**src/rtl/uart_rx_pkg.sv**
```systemverilog
// Shared types and constants for the UART receive frame controller.
package uart_rx_pkg;

    localparam int unsigned DATA_WIDTH_DEF  = 8;
    localparam int unsigned PRESC_WIDTH_DEF = 6;

    localparam logic [PRESC_WIDTH_DEF-1:0] PRESC_8  = 6'd8;
    localparam logic [PRESC_WIDTH_DEF-1:0] PRESC_16 = 6'd16;
    localparam logic [PRESC_WIDTH_DEF-1:0] PRESC_32 = 6'd32;

    typedef enum logic [2:0] {
        IDLE   = 3'd0,
        START  = 3'd1,
        DATA   = 3'd2,
        PARITY = 3'd3,
        STOP   = 3'd4
    } uart_rx_state_e;

endpackage

```
**src/rtl/uart_rx_edge_bit_cnt.sv**
```systemverilog
// Oversample edge counter (wraps at prescale-1) and payload bit counter.
// o_bit_end_c is a combinational strobe on the last oversample of a bit.
module uart_rx_edge_bit_cnt #(
    parameter int unsigned PRESC_WIDTH = 6,
    parameter int unsigned BIT_CNT_W   = 3
) (
    input  logic                   clk,
    input  logic                   i_rst_n,
    input  logic                   i_en,
    input  logic                   i_bit_inc,
    input  logic                   i_bit_clr,
    input  logic [PRESC_WIDTH-1:0] i_prescale,
    output logic [PRESC_WIDTH-1:0] o_edge_cnt,
    output logic [BIT_CNT_W-1:0]   o_bit_cnt,
    output logic                   o_bit_end_c
);

    logic [PRESC_WIDTH-1:0] r_edge_cnt;
    logic [BIT_CNT_W-1:0]   r_bit_cnt;
    logic                   w_bit_end;

    assign w_bit_end = i_en && (r_edge_cnt == (i_prescale - PRESC_WIDTH'(1)));

    always_ff @(posedge clk) begin
        if (!i_rst_n) begin
            r_edge_cnt <= '0;
            r_bit_cnt  <= '0;
        end else begin
            if (!i_en || w_bit_end) begin
                r_edge_cnt <= '0;
            end else begin
                r_edge_cnt <= r_edge_cnt + PRESC_WIDTH'(1);
            end
            if (i_bit_clr) begin
                r_bit_cnt <= '0;
            end else if (i_bit_inc) begin
                r_bit_cnt <= r_bit_cnt + BIT_CNT_W'(1);
            end
        end
    end

    assign o_edge_cnt  = r_edge_cnt;
    assign o_bit_cnt   = r_bit_cnt;
    assign o_bit_end_c = w_bit_end;

endmodule

```
**src/rtl/uart_rx_fsm.sv**
```systemverilog
// UART receive frame controller: start detect, LSB-first deserialize, parity/stop check.
// Optional UART_RX_ERR_CNT_EN adds a saturating frame-error counter output err_cnt.
module uart_rx_fsm
    import uart_rx_pkg::*;
#(
    parameter int unsigned DATA_WIDTH  = DATA_WIDTH_DEF,
    parameter int unsigned PRESC_WIDTH = PRESC_WIDTH_DEF
) (
    input  logic                   clk,
    input  logic                   rst,
    input  logic                   RX_IN,
    input  logic [PRESC_WIDTH-1:0] prescale,
    input  logic                   PAR_EN,
    input  logic                   PAR_TYP,
    input  logic                   sampled_bit,
    output logic                   data_samp_en,
    output logic [PRESC_WIDTH-1:0] edge_cnt,
    output logic [DATA_WIDTH-1:0]  P_DATA,
    output logic                   data_valid,
    output logic                   par_err,
    output logic                   stp_err,
    output logic                   busy
`ifdef UART_RX_ERR_CNT_EN
    ,
    output logic [7:0]             err_cnt
`endif
);

    localparam int unsigned BIT_CNT_W = $clog2(DATA_WIDTH);

    uart_rx_state_e         r_state, w_state_nxt;
    logic [DATA_WIDTH-1:0]  r_p_data, w_p_data_nxt;
    logic                   r_par_en, w_par_en_nxt;
    logic                   r_par_typ, w_par_typ_nxt;
    logic                   r_par_err, w_par_err_nxt;
    logic                   r_stp_err, w_stp_err_nxt;
    logic                   r_data_valid, w_data_valid_nxt;
    logic                   r_busy;
    logic                   w_bit_inc, w_bit_clr, w_bit_end;
    logic [BIT_CNT_W-1:0]   w_bit_cnt;
`ifdef UART_RX_ERR_CNT_EN
    logic [7:0]             r_err_cnt;
    logic                   w_err_inc;
`endif

    uart_rx_edge_bit_cnt #(
        .PRESC_WIDTH (PRESC_WIDTH),
        .BIT_CNT_W   (BIT_CNT_W)
    ) u_cnt (
        .clk         (clk),
        .i_rst_n     (rst),
        .i_en        (r_state != IDLE),
        .i_bit_inc   (w_bit_inc),
        .i_bit_clr   (w_bit_clr),
        .i_prescale  (prescale),
        .o_edge_cnt  (edge_cnt),
        .o_bit_cnt   (w_bit_cnt),
        .o_bit_end_c (w_bit_end)
    );

    // State and output registers
    always_ff @(posedge clk) begin
        if (!rst) begin
            r_state      <= IDLE;
            r_p_data     <= '0;
            r_par_en     <= 1'b0;
            r_par_typ    <= 1'b0;
            r_par_err    <= 1'b0;
            r_stp_err    <= 1'b0;
            r_data_valid <= 1'b0;
            r_busy       <= 1'b0;
`ifdef UART_RX_ERR_CNT_EN
            r_err_cnt    <= '0;
`endif
        end else begin
            r_state      <= w_state_nxt;
            r_p_data     <= w_p_data_nxt;
            r_par_en     <= w_par_en_nxt;
            r_par_typ    <= w_par_typ_nxt;
            r_par_err    <= w_par_err_nxt;
            r_stp_err    <= w_stp_err_nxt;
            r_data_valid <= w_data_valid_nxt;
            r_busy       <= (w_state_nxt != IDLE);
`ifdef UART_RX_ERR_CNT_EN
            if (w_err_inc && (r_err_cnt != 8'hFF)) begin
                r_err_cnt <= r_err_cnt + 8'd1;
            end
`endif
        end
    end

    // Next-state and next-output decode; decisions only at bit end
    always_comb begin
        w_state_nxt      = r_state;
        w_p_data_nxt     = r_p_data;
        w_par_en_nxt     = r_par_en;
        w_par_typ_nxt    = r_par_typ;
        w_par_err_nxt    = r_par_err;
        w_stp_err_nxt    = r_stp_err;
        w_data_valid_nxt = 1'b0;
        w_bit_inc        = 1'b0;
        w_bit_clr        = 1'b0;
`ifdef UART_RX_ERR_CNT_EN
        w_err_inc        = 1'b0;
`endif
        case (r_state)
            IDLE: begin
                if (!RX_IN) begin
                    w_state_nxt   = START;
                    w_par_en_nxt  = PAR_EN;
                    w_par_typ_nxt = PAR_TYP;
                    w_par_err_nxt = 1'b0;
                    w_stp_err_nxt = 1'b0;
                end
            end
            START: begin
                if (w_bit_end) begin
                    if (!sampled_bit) begin
                        w_state_nxt = DATA;
                        w_bit_clr   = 1'b1;
                    end else begin
                        w_state_nxt = IDLE;
`ifdef UART_RX_ERR_CNT_EN
                        w_err_inc   = 1'b1;
`endif
                    end
                end
            end
            DATA: begin
                if (w_bit_end) begin
                    w_p_data_nxt = {sampled_bit, r_p_data[DATA_WIDTH-1:1]};
                    if (w_bit_cnt == BIT_CNT_W'(DATA_WIDTH - 1)) begin
                        w_bit_clr   = 1'b1;
                        w_state_nxt = r_par_en ? PARITY : STOP;
                    end else begin
                        w_bit_inc   = 1'b1;
                    end
                end
            end
            PARITY: begin
                if (w_bit_end) begin
                    w_par_err_nxt = (sampled_bit != ((^r_p_data) ^ r_par_typ));
                    w_state_nxt   = STOP;
                end
            end
            STOP: begin
                if (w_bit_end) begin
                    w_stp_err_nxt    = ~sampled_bit;
                    w_data_valid_nxt = sampled_bit && !r_par_err;
                    w_state_nxt      = IDLE;
`ifdef UART_RX_ERR_CNT_EN
                    w_err_inc        = !sampled_bit || r_par_err;
`endif
                end
            end
            default: begin
                w_state_nxt = IDLE;
            end
        endcase
    end

    assign data_samp_en = r_busy;
    assign busy         = r_busy;
    assign P_DATA       = r_p_data;
    assign data_valid   = r_data_valid;
    assign par_err      = r_par_err;
    assign stp_err      = r_stp_err;
`ifdef UART_RX_ERR_CNT_EN
    assign err_cnt      = r_err_cnt;
`endif

endmodule

```
**config.mk**
```make
export PLATFORM = sky130hd
export DESIGN_NAME = uart_rx_fsm
export DESIGN_NICKNAME = d
export VERILOG_FILES = /design/src/rtl/uart_rx_pkg.sv /design/src/rtl/uart_rx_edge_bit_cnt.sv /design/src/rtl/uart_rx_fsm.sv
export SDC_FILE = /design/constraint.sdc
export NUM_CORES = 1
export LEC_CHECK = 0
export ABC_AREA = 1
export CAP_MARGIN = 5
export CORE_MARGIN = 2
export CORE_UTILIZATION = 35
export CTS_CLUSTER_SIZE = 25
export DETAILED_ROUTE_END_ITERATION = 10
export PLACE_DENSITY_LB_ADDON = 0.15
export SLEW_MARGIN = 10
export SYNTH_ARGS = -nofsm -noshare
export SYNTH_HDL_FRONTEND = slang
export SYNTH_SLANG_ARGS = --single-unit
```
**constraint.sdc**
```tcl
create_clock -name clk -period 1.62 [get_ports clk]
set_clock_uncertainty 0.05 [all_clocks]
set_input_delay 0.162 -clock clk [delete_from_list [all_inputs] [get_ports clk]]
set_output_delay 0.162 -clock clk [all_outputs]
set_load 0.01 [all_outputs]
```
---- Yosys cells after proc, flatten, opt, wreduce, memory -nomap -nowiden ----
Index checks and enable logic that the tools add are counted.
word-level totals
  bits in registers ....................... 26
  logic and storage cells ................. 67
operators by class
  muxes and demuxes ....................... 22
  $add $sub $neg .......................... 3
  reductions and logical operators ........ 18
  bitwise operators ....................... 4
  eq/ne operators ......................... 10
operators by type and width
  kind                   number
  $mux W3                7
  $pmux W3 S5            1
  $mux W1                10
  $reduce_and A3 Y1      3
  $reduce_xor A8 Y1      1
  $add A6 B1 Y6 const B  1
  $eq A3 B2 Y1 const B   2
  $eq A3 B3 Y1 const B   2
  $eq A6 B6 Y1           1
  $pmux W1 S2            3
  $reduce_bool A3 Y1     2
  $sub A6 B1 Y6 const B  1
  $ne A2 B1 Y1 const B   2
  $reduce_and A2 Y1      2
  $reduce_bool A2 Y1     2
  $reduce_or A2 Y1       2
  $add A3 B1 Y3 const B  1
  $eq A3 B1 Y1 const B   1
  $logic_not A3 Y1       1
  $not A1 Y1             3
  $logic_and A1 B1 Y1    2
  $logic_not A1 Y1       2
  $mux W2                1
  $ne A2 B2 Y1 const B   1
  other kinds (3)        3

---- Logic depth before layout (Yosys ltp) ----
  depth after elaboration ................. 6
  depth in mapped cells ................... 14
  mapped depth without buffers ............ 14

---- Modules after synthesis ----
From an unflattened synthesis, not the netlist that was laid out.
second synthesis, totals
  cells, all modules ...................... 223
  area, all modules ....................... 1485.2 µm²
by module, submodules not included
  module                times used  sequential area each (µm²)  cells an instance  area each (µm²)
  uart_rx_fsm           1           340.3                       132                887.1
  uart_rx_edge_bit_cnt  1           180.2                       91                 598.1

---- Worst setup path before layout ----
No wires, ideal clock.
  kind .................................... input to register
  start ................................... input port prescale[0]
  end ..................................... register r_p_data[3], in the netlist P_DATA[3]
  library setup time ...................... 132 ps
  slack ................................... 5 ps
  stages on the path ...................... 14
  arrival ................................. 1433 ps
  path buffers ............................ 0
  required time ........................... 1438 ps
  path through ............................ inv_2 ha_1 nand2_1 inv_1 nor2_1 nand2_1 nor2_1 nand2_1 nor2_4 nand2_4 clkinv_4 nand2_2 nand2_1 a21oi_1
between the ends
  cells in the longest elaborated chain, start to end .. 4
ends and longest elaborated chain
  what                         RTL line                    text
  start: declaration           uart_rx_fsm.sv:12           input logic [PRESC_WIDTH-1:0] prescale,
  $sub A6 B1 Y6                uart_rx_edge_bit_cnt.sv:22  assign w_bit_end = i_en && (r_edge_cnt == (i_prescale - PRESC_WIDTH'(1)));
  $eq A6 B6 Y1                 uart_rx_edge_bit_cnt.sv:22
  $logic_and A1 B1 Y1          uart_rx_edge_bit_cnt.sv:22
  $reduce_and A2 Y1 (no line)  --
  end signal: assignment       uart_rx_fsm.sv:77           r_p_data <= w_p_data_nxt;
  end: declaration             uart_rx_fsm.sv:32           logic [DATA_WIDTH-1:0] r_p_data, w_p_data_nxt;
Every way passes these cells.
A chain may end at the register's enable or synchronous reset.

---- Worst setup path after layout ----
  start ................................... input port prescale[5]
  end ..................................... register u_cnt.r_bit_cnt[0], in the netlist u_cnt.o_bit_cnt[0]
between the ends
  cells in the longest elaborated chain, start to end .. 6
  elaborated cells on any way between the ends .. 9
  those cells by class .................... add/sub (1); eq/ne (1); mux (5); reduce/logical (2)
ends and longest elaborated chain
  what                               RTL line                                text
  $sub A6 B1 Y6 *                    uart_rx_edge_bit_cnt.sv:22
  $eq A6 B6 Y1 *                     uart_rx_edge_bit_cnt.sv:22
  $logic_and A1 B1 Y1 *              uart_rx_edge_bit_cnt.sv:22
  $mux W1, on equally long branches  uart_rx_fsm.sv:130, uart_rx_fsm.sv:117
  $pmux W1 S2                        uart_rx_fsm.sv:106                      case (r_state)
  $reduce_or A2 Y1 (no line)         --
  end signal: assignment             uart_rx_edge_bit_cnt.sv:37              r_bit_cnt <= r_bit_cnt + BIT_CNT_W'(1);
  end: declaration                   uart_rx_edge_bit_cnt.sv:19              logic [BIT_CNT_W-1:0] r_bit_cnt;
Every way passes the cells marked *; elsewhere a longest branch is shown, timed or not.

==> run_results.csv <==
group,metric,value,unit
outcome,outcome,"finished clean",
final_layout,diodes,0,
logic_synthesis,synth_top_area_cell,"dfxtp_1",
drt,drc,0,
die,dieHeight,69.9,um
sta,fmaxAchievable,634,MHz
critical_path,cp_data_required_time,1.74,ns
final_layout,final_area,2150,um2
clock_tree,cts_tree,"done",
critical_path,reg2reg_from,"u_cnt.o_edge_cnt[1]",
logic_synthesis,yosys.cell_types.count,28,
grt,grt_max_degree,15,
power_and_ir_drop,p_clk_share,32.7,%
clock_tree,path_clk_slew,0.08,ns
sta,worst_pin_slew,0.297,ns
drt,num_vias,1454,
drt,wl_met3,132,um
sta,setup_ws,0.0434,ns
grt,antenna_found_initial,0,
final_layout,ff_latch_area,526,um2
logic_synthesis,yosysSeqAreaShare,34.3,%
drt,routed_via_density,4.59,
drt,drt_iter0_drc,37,
placed_design,pre_cts_ws,-0.630,ns
placed_design,port_buffers,30,
power_and_ir_drop,power.net_switching,315,uW
power_and_ir_drop,p_sw_share,24.7,%
sta,hold_slack,0.412,ns
sta,worst_slew_margin_rel,80.1,%
die,core.rowCount,23,
critical_path,cp-end-kind,"flop",
logic_synthesis,syn-num-nets,235,
logic_synthesis,yosys.area.top_type_share,34.3,%
logic_synthesis,syn_avg_cell_area,6.94,um2
die,dieWidth,69.9,um
sta,rsz0062_at_grt,"true",
logic_synthesis,synthCells,219,
die,start_util,37.2,%
power_and_ir_drop,ir_worst_vdd,0.416,mV
min_path,whs_endpoint,"r_par_en",
drt,wl_per_cell,10.5,um
logic_synthesis,yosys_warnings,0,
logic_synthesis,synth.area.top_cells,"dfxtp_1, nand2_1, nand3_1, inv_1, a21oi_1",
clock_tree,root_buffer,"clkbuf_8",
critical_path,rrSetupSlack,0.05,ns
clock_tree,clkLatencyLatePin,0.27,ns
final_layout,final_nets,284,
drt,dr_wl_met2,1530,um
critical_path,arrival,1.70,ns
final_layout,num-fill-cells,400,
final_layout,multi_input_area,961,um2
sta,finalHoldViolCount,0,
final_layout,most-common-layout-cells,"nand2_1, inv_1, clkdlybuf4s50_1",
grt,grt_pass1_wl,5880,um
grt,grt_overflow,0,
power_and_ir_drop,comb_power_share,15.8,%
min_path,holdCritStartpoint,"PAR_EN",
logic_synthesis,synth-edff-count,0,
clock_tree,clock_path_buffers,2,
job,cap_violations,0,
critical_path,critPathMaxFanout,7,
final_layout,drive_gt1_share,25.1,%
clock_tree,htreeDepth,1,
die,ios,31,
placed_design,postPlaceCellArea,1990,um2
critical_path,ff2ff_path_depth,11,
power_and_ir_drop,sequentialPowerShare,51.5,%
sta,period_minus_slack,1.58,ns
grt,grt_usage,14.3,%
drt,final_antenna_net_count,0,
drt,wl,3330,um
placed_design,gp_congestion,0.895,
critical_path,setup.worst_path.start_class,"input port",
sta,slew_violations,0,
min_path,hold_class,"in2reg",
final_layout,area_growth,41.6,%
logic_synthesis,synth_flop_cell,"dfxtp_1",
min_path,hold_depth,3,
placed_design,dp_hpwl,2550,um
sta,finalSetupViolations,0,
sta,period_share,97.3,%
clock_tree,numCtsBuffers,3,
logic_synthesis,syn_area,1520,um2
grt,grt_pass1_vias,1365,
critical_path,timing.rr.end,"u_cnt.o_bit_cnt[0]",
drt,drt_pass1_iterations,4,
logic_synthesis,async_flop_share,0,%
logic_synthesis,ys_ff_latch,26,
critical_path,worstSetupPathType,"in2reg",
drt,top_layer,"met4",
final_layout,final_common_cell,"nand2_1",
power_and_ir_drop,p_leak,0.989,nW
die,dieArea,4880,um2
die,coreArea,4090,um2
power_and_ir_drop,internal_power,964,uW
drt,wirelength_met1,1630,um
clock_tree,clock_sinks,26,
power_and_ir_drop,power_density,595,nW/um2
-- metrics by stage --
stage                     setup TNS [ns]  total power [mW]  util, %  cells
after global placement            -14.09             0.862     48.6    312
after detailed placement          -14.27             0.861     48.6    312
after CTS                        -0.0124              1.29     51.6    317
final                                  0              1.28     52.6    317
after floorplan                        0             0.773        -    219
after global routing               -1.11              1.34     52.6    317
-- kinds of logic (layout without fill, tap and decap cells) --
kind of cell,count (synthesis),in the layout,share of synthesized area (%)
simple gates,118,118,36.1
xor+xnor,14,14,9.80
compound gates,21,21,7.08
fa+ha+maj,4,4,3.30
buf+inv,36,84,9.47
flops,26,26,34.3
-- layer usage --
layer | vias to the layer above | GRT usage, %
met3 | 4 | 2.31
met1 | 639 | 19.7
met5 | - | 0
met4 | 0 | 3.85
met2 | 30 | 23.4
li1 | 781 | -
-- flip-flops by register name (all words and copies together) (netlist names) --
signal,cells
u_cnt.o_edge_cnt,6
r_par_en,1
r_par_typ,1
stp_err,1
P_DATA,8
busy,1
u_cnt.o_bit_cnt,3
data_valid,1
par_err,1
r_state,3
-- synthesized netlist by cell type (2+ instances only) --
library cell	count
a21oi_1	17
nor2_2	2
nand4_1	4
nand2_1	59
nor2_4	2
xnor2_1	8
clkbuf_1	2
xor2_1	4
ha_1	4
nand3_1	23
nor3b_1	2
o21ai_0	2
nor2_1	20
inv_1	30
inv_2	2
dfxtp_1	26
-- final cells by class --
| type | instances | area share [%] |
|---|---|---|
| flip-flops and latches | 26 | 24.4 |
| repair inverters | 1 | 0.233 |
| clock buffers | 4 | 2.56 |
| repair buffers | 46 | 19.2 |
| inverters | 33 | 5.99 |
| well taps | 50 | 2.91 |
| multi-input cells | 157 | 44.7 |
-- how the worst max path moves through the flow --
stage                        startpoint                  to  slack (ns)  cells after the start
finish                      prescale[5]  u_cnt.o_bit_cnt[0]        0.04                      7
CTS                 u_cnt.o_edge_cnt[1]  u_cnt.o_bit_cnt[0]      -0.009                     11
detailed placement          prescale[0]           P_DATA[3]       -0.63                     15
global route        u_cnt.o_edge_cnt[1]                busy       -0.08                     12
global placement            prescale[0]  u_cnt.o_bit_cnt[2]       -0.63                     14
floorplan                   prescale[0]           P_DATA[3]       0.005                     14
-- power groups by stage --
stage                     clock network, mW  registers [mW]  logic [mW]
after floorplan                           0           0.675      0.0980
after global placement                    0           0.673       0.189
after detailed placement                  0           0.673       0.188
after CTS                             0.432           0.659       0.195
after global routing                  0.454           0.660       0.229
final                                 0.418           0.659       0.203
-- repair_timing --
item / in CTS / in global routing
buffers inserted: 0 / 0
cloned: 1 / 0
gates resized for setup: 26 / 17
pin swaps: 19 / 7
hold buffers: 0 / 0
endpoints found under the setup margin: 24 / 24
-- critical path: stages --
cell             delay (ns)
clkdlybuf4s50_1        0.44
xnor2_2                0.27
xor2_4                 0.31
nand2_4                0.18
nor2_8                 0.16
xnor2_2                0.13
nor2_2                 0.04
Note: power is estimated with default switching activity, not from simulation.
